### config.mk
export PLATFORM = sky130hd
export DESIGN_NAME = hazard_ctrl
export DESIGN_NICKNAME = d
export VERILOG_FILES = /design/src/rtl/hazard_pkg.sv /design/src/rtl/hazard_scoreboard.sv /design/src/rtl/hazard_ctrl.sv
export SDC_FILE = /design/constraint.sdc
export NUM_CORES = 1
export LEC_CHECK = 0
export ABC_CLOCK_PERIOD_IN_PS = 3300
export CORE_MARGIN = 2
export CORE_UTILIZATION = 49
export DETAILED_ROUTE_END_ITERATION = 8
export PLACE_DENSITY = 0.85
export SKIP_CTS_REPAIR_TIMING = 1
export SYNTH_ARGS = -nofsm -noshare
export SYNTH_HDL_FRONTEND = slang
export SYNTH_SLANG_ARGS = --single-unit
### constraint.sdc
create_clock -name clk -period 3.3 [get_ports clk]
set_clock_uncertainty 0.15 [all_clocks]
set_input_delay 0.66 -clock clk [delete_from_list [all_inputs] [get_ports clk]]
set_output_delay 0.66 -clock clk [all_outputs]
set_load 0.01 [all_outputs]
### src/rtl/hazard_pkg.sv
// Shared types and constants for the pipeline hazard controller.
package hazard_pkg;

    localparam int unsigned DEF_REG_ADDR_W = 5;

    // Scoreboard slot indices, youngest first.
    localparam int unsigned SB_DEPTH = 3;
    localparam int unsigned SB_EX    = 0;
    localparam int unsigned SB_MEM   = 1;
    localparam int unsigned SB_WB    = 2;

    typedef enum logic [1:0] {
        StRun   = 2'd0,
        StStall = 2'd1,
        StFlush = 2'd2
    } hz_state_t;

    typedef struct packed {
        logic                      v;
        logic [DEF_REG_ADDR_W-1:0] rd;
    } sb_entry_t;

endpackage

### src/rtl/hazard_scoreboard.sv
// Three-entry shift register of in-flight register writes (EX, MEM, WB) with
// per-entry source-register match outputs.
module hazard_scoreboard
    import hazard_pkg::*;
(
    input  logic                      clk,
    input  logic                      rst_n,
    input  logic                      push_v,
    input  logic [DEF_REG_ADDR_W-1:0] push_rd,
    input  logic                      stall,
    input  logic                      flush,
    input  logic [DEF_REG_ADDR_W-1:0] rs1,
    input  logic [DEF_REG_ADDR_W-1:0] rs2,
    output logic [SB_DEPTH-1:0]       rs1_match,
    output logic [SB_DEPTH-1:0]       rs2_match
);

    sb_entry_t [SB_DEPTH-1:0] sb_q;
    sb_entry_t [SB_DEPTH-1:0] sb_d;

    // The WB slot always inherits MEM: a flush only kills the two younger slots.
    always_comb begin
        sb_d[SB_WB]  = sb_q[SB_MEM];
        sb_d[SB_MEM] = flush ? '0 : sb_q[SB_EX];
        sb_d[SB_EX]  = '0;
        if (!stall && !flush) begin
            sb_d[SB_EX].v  = push_v;
            sb_d[SB_EX].rd = push_rd;
        end
    end

    always_ff @(posedge clk or negedge rst_n) begin
        if (!rst_n) begin
            sb_q <= '0;
        end else begin
            sb_q <= sb_d;
        end
    end

    always_comb begin
        rs1_match = '0;
        rs2_match = '0;
        for (int i = 0; i < SB_DEPTH; i++) begin
            rs1_match[i] = sb_q[i].v && (sb_q[i].rd == rs1);
            rs2_match[i] = sb_q[i].v && (sb_q[i].rd == rs2);
        end
    end

endmodule

### src/rtl/hazard_ctrl.sv
// Pipeline hazard controller: RAW stall / taken-branch flush priority, FSM and
// saturating event counters. Define HAZARD_WB_BYPASS_EN for a write-through RF.
module hazard_ctrl
    import hazard_pkg::*;
#(
    parameter int unsigned REG_ADDR_W = DEF_REG_ADDR_W,
    parameter int unsigned CNT_W      = 16
) (
    input  logic                  clk,
    input  logic                  rst_n,
    input  logic                  id_valid,
    input  logic [REG_ADDR_W-1:0] id_rs1,
    input  logic [REG_ADDR_W-1:0] id_rs2,
    input  logic                  id_use_rs1,
    input  logic                  id_use_rs2,
    input  logic [REG_ADDR_W-1:0] id_rd,
    input  logic                  id_rf_we,
    input  logic                  mem_pc_src,
    output logic                  pc_en,
    output logic                  if_id_en,
    output logic                  if_id_flush,
    output logic                  id_ex_flush,
    output logic                  ex_mem_flush,
    output logic [1:0]            hz_state,
    output logic [CNT_W-1:0]      stall_count,
    output logic [CNT_W-1:0]      flush_count
);

`ifdef HAZARD_WB_BYPASS_EN
    // Write-through RF: a producer in WB is already visible to ID.
    localparam logic [SB_DEPTH-1:0] CHK_MASK = 3'b011;
`else
    localparam logic [SB_DEPTH-1:0] CHK_MASK = 3'b111;
`endif

    logic [SB_DEPTH-1:0] rs1_match;
    logic [SB_DEPTH-1:0] rs2_match;
    logic                rs1_hit;
    logic                rs2_hit;
    logic                hazard;
    logic                flush;
    logic                push_v;

    hz_state_t        state_q;
    hz_state_t        state_d;
    logic [CNT_W-1:0] stall_cnt_q;
    logic [CNT_W-1:0] stall_cnt_d;
    logic [CNT_W-1:0] flush_cnt_q;
    logic [CNT_W-1:0] flush_cnt_d;

    assign push_v  = id_valid && id_rf_we && (id_rd != '0);
    assign rs1_hit = id_use_rs1 && (id_rs1 != '0) && |(rs1_match & CHK_MASK);
    assign rs2_hit = id_use_rs2 && (id_rs2 != '0) && |(rs2_match & CHK_MASK);
    assign flush   = mem_pc_src;
    // Already excludes flush cycles, so it doubles as the stall strobe.
    assign hazard  = id_valid && !mem_pc_src && (rs1_hit || rs2_hit);

    hazard_scoreboard u_scoreboard (
        .clk       (clk),
        .rst_n     (rst_n),
        .push_v    (push_v),
        .push_rd   (id_rd),
        .stall     (hazard),
        .flush     (flush),
        .rs1       (id_rs1),
        .rs2       (id_rs2),
        .rs1_match (rs1_match),
        .rs2_match (rs2_match)
    );

    always_ff @(posedge clk or negedge rst_n) begin
        if (!rst_n) begin
            state_q     <= StRun;
            stall_cnt_q <= '0;
            flush_cnt_q <= '0;
        end else begin
            state_q     <= state_d;
            stall_cnt_q <= stall_cnt_d;
            flush_cnt_q <= flush_cnt_d;
        end
    end

    always_comb begin
        state_d = StRun;
        if (flush) begin
            state_d = StFlush;
        end else if (hazard) begin
            state_d = StStall;
        end
    end

    always_comb begin
        pc_en        = 1'b1;
        if_id_en     = 1'b1;
        if_id_flush  = 1'b0;
        id_ex_flush  = 1'b0;
        ex_mem_flush = 1'b0;
        if (flush) begin
            if_id_flush  = 1'b1;
            id_ex_flush  = 1'b1;
            ex_mem_flush = 1'b1;
        end else if (hazard) begin
            pc_en       = 1'b0;
            if_id_en    = 1'b0;
            id_ex_flush = 1'b1;
        end
    end

    always_comb begin
        stall_cnt_d = stall_cnt_q;
        flush_cnt_d = flush_cnt_q;
        if (hazard && (stall_cnt_q != '1)) begin
            stall_cnt_d = stall_cnt_q + 1'b1;
        end
        if (flush && (flush_cnt_q != '1)) begin
            flush_cnt_d = flush_cnt_q + 1'b1;
        end
    end

    assign hz_state    = state_q;
    assign stall_count = stall_cnt_q;
    assign flush_count = flush_cnt_q;

endmodule
==> results of run 1 <==
## synthesized netlist by cell type, drive strengths merged
cell | instances | area [um^2]
a31oi | 2 | 42.5
and2 | 6 | 37.5
and3 | 5 | 31.3
and4 | 2 | 17.5
buf | 3 | 22.5
clkbuf | 1 | 3.75
dfrtp | 52 | 1300
ha | 2 | 25.0
inv | 8 | 30.0
mux2 | 2 | 22.5
nand2 | 17 | 63.8
nand2b | 1 | 6.26
nand3 | 16 | 80.1
nand4 | 4 | 25.0
nor2 | 9 | 33.8
nor2b | 6 | 37.5
nor3 | 7 | 35.0
nor4 | 7 | 50.1
nor4b | 4 | 60.1
o2111a | 1 | 11.3
o21a | 1 | 7.51
o21ai | 4 | 35.0
o21ba | 2 | 20.0
o31ai | 1 | 12.5
or2 | 2 | 12.5
or4 | 3 | 22.5
xnor2 | 17 | 149
xor2 | 41 | 359
## area by class of cell
cell class                 count  area [um^2]
sequential                    52         1300
fill                         420         1630
timing repair buffer          71          693
tap                           70         87.6
inverter                       8         30.0
multi-input combinational    162         1230
clock buffer                   6         72.6
clock inverter                 2         35.0
## path summary, 6_finish.rpt
check	from	to	slack, ps	depth (start not counted)
max in group asynchronous	rst_n	u_scoreboard.sb_q[1]	1910	1
min reg2reg	u_scoreboard.sb_d[17]	u_scoreboard.sb_q[17]	280	0
max reg2reg	u_scoreboard.sb_q[3]	stall_count[12]	870	9
min	u_scoreboard.sb_d[17]	u_scoreboard.sb_q[17]	280	0
min in group asynchronous	rst_n	stall_count[1]	420	1
max	id_rs2[2]	pc_en	80	7
## routing by layer
metal	GRT usage (%)	routed length, um	vias to the layer above
met1	24.9	2430	918
li1	-	-	907
met5	0	0	-
met3	7.23	429	5
met4	5.45	58	0
met2	32.9	2680	51
## sequential cells by signal, indices dropped and copies added (netlist names)
signal / count
flush_count: 16
hz_state: 2
stall_count: 16
u_scoreboard.sb_d: 6
u_scoreboard.sb_q: 12
## cell families (layout without fill, tap and decap cells)
kind of cell             Yosys count  after routing
AO/OA/AOI/OAI                     11             11
XOR/XNOR                          58             58
adder cells (fa/ha/maj)            2              2
buffers and inverters             12             87
flip-flops                        52             52
multiplexers                       2              2
AND/OR/NAND/NOR                   89             89
## power by group
group | internal (mW) | switching (mW) | total [mW]
Sequential | 0.686 | 0.0583 | 0.744
Combinational | 0.154 | 0.114 | 0.268
Clock | 0.225 | 0.205 | 0.430
## per-stage QoR
| step | setup TNS, ps | instances | hold slack [ps] | total power, mW | worst slack [ps] |
|---|---|---|---|---|---|
| floorplan | 0 | 226 | 214 | 0.864 | 522 |
| global route | 0 | 371 | 304 | 1.51 | 16.9 |
| global placement | -1270 | 363 | 243 | 1.01 | -426 |
| detailed placement | -1440 | 363 | 261 | 1.02 | -489 |
| CTS | -1470 | 371 | 281 | 1.45 | -501 |
| finish | 0 | 371 | 275 | 1.44 | 78.4 |
==> run summary, run 1 <==
status: finished, final reports clean
max incr delay on CP: 520 ps
Setup CP Type: input pin to output port
largest family of logic cells by synthesized area: simple AND/OR/NAND/NOR gates
syn nets: 250
final WL: 5.60 mm
Worst-Skew Late Latency: 310 ps
unrepaired setup endpoints after global routing: false
Ys Warns: 0
total clock sinks: 52
GP Congestion: 0.844
wire per inst: 15.1 um
I/O pin count: 61
Critical Path AT: 2410 ps
PwrDens: 418 mW/mm^2
Longest Clk Path Bufs: 2
P&R area growth vs syn: 34.9%
htree depth: 2
vias in the first global route: 1,930
Core Footprint: 0.00507 mm^2
die area: 0.00581 mm^2
crit path capture type: output port
# diodes: 0
most common cell after layout, fill and taps aside: dfrtp_1
CTS root buf: clkbuf_8
xor/xnor cell area share of the yosys netlist: 19.9%
Hold Crit Class: flip-flop to flip-flop
Least-Margin Pin Slew: 1110 ps
Residual DRC: 0
utilization after layout: 67.9%
Starting Density: 50.3%
multiplexer share of the synthesized area: 0.881%
Peak VDD IR: 0.475 mV
die width: 76.2 um
PortBufs: 60
die height: 76.2 um
worst path cell trace: clkdlybuf4s50_1 > or4_1 > o21ai_1 > a31oi_4 > buf_4 > o21ai_4 > clkbuf_2
Yosys cell types: 33
sequential area share after synthesis: 50.9%
Row Count: 26
post-synthesis cell count: 226
Pins Over Slew Limit: 0
fraction of layout cells with a size suffix above 1: 13.6%
DP Area: 0.00329 mm^2
Worst Path Required: 2490 ps
antenna-violating nets left: 0
via count: 1,881
Mean Syn Cell Area: 11.3 um^2
Synth Register Bits: 52
first-pass GRT wire length: 9.26 mm
fraction of the mapped netlist area in simple logic gates: 20.1%
adder-cell area share of the yosys netlist: 0.979%
grt total ovfl: 0
Max Cap Viol: 0
total track usage: 20.0%
fmax: 0.310 GHz
Tcrit/Tclk final: 97.6%
min Tclk post-route: 3220 ps
CTS Buf Count: 5
antenna violations before repair: 0
post-route cell area: 0.00345 mm^2
HPWL after DPL: 4.10 mm
maximum fanout along the worst path: 3
leakage power total: 1.66 nW
vias per cell: 5.07
Crit path max-delay family: buffers and inverters
slowest CP cell: or4_1
Worst slew margin: 25.8%
CTS tree: done
WP buf/inv: 3
Compound-Gate Fraction of Synth Area: 5.04%
Critical Path Source Type: input pin
largest net degree at the start of global routing: 53
Mapped Area: 0.00255 mm^2
# setup viols final: 0
clock slew at reported path FFs: 90 ps
DR iter-0 viols: 64
most frequent cells in the layout: dfrtp_1 (52), clkdlybuf4s50_1 (47), xor2_1 (41)
First-pass DRT Iterations: 4
Hold Vio Cnt, Final: 0
fin nets: 324
No activity file was read; power rests on OpenSTA's default activity.
==> run 2, diff against run 1 <==
HOLD_SLACK_MARGIN = 0.15   (was not set)
==> results of run 2 <==
Same layout as run 1: the final DEF is identical, and so are final timing and power.
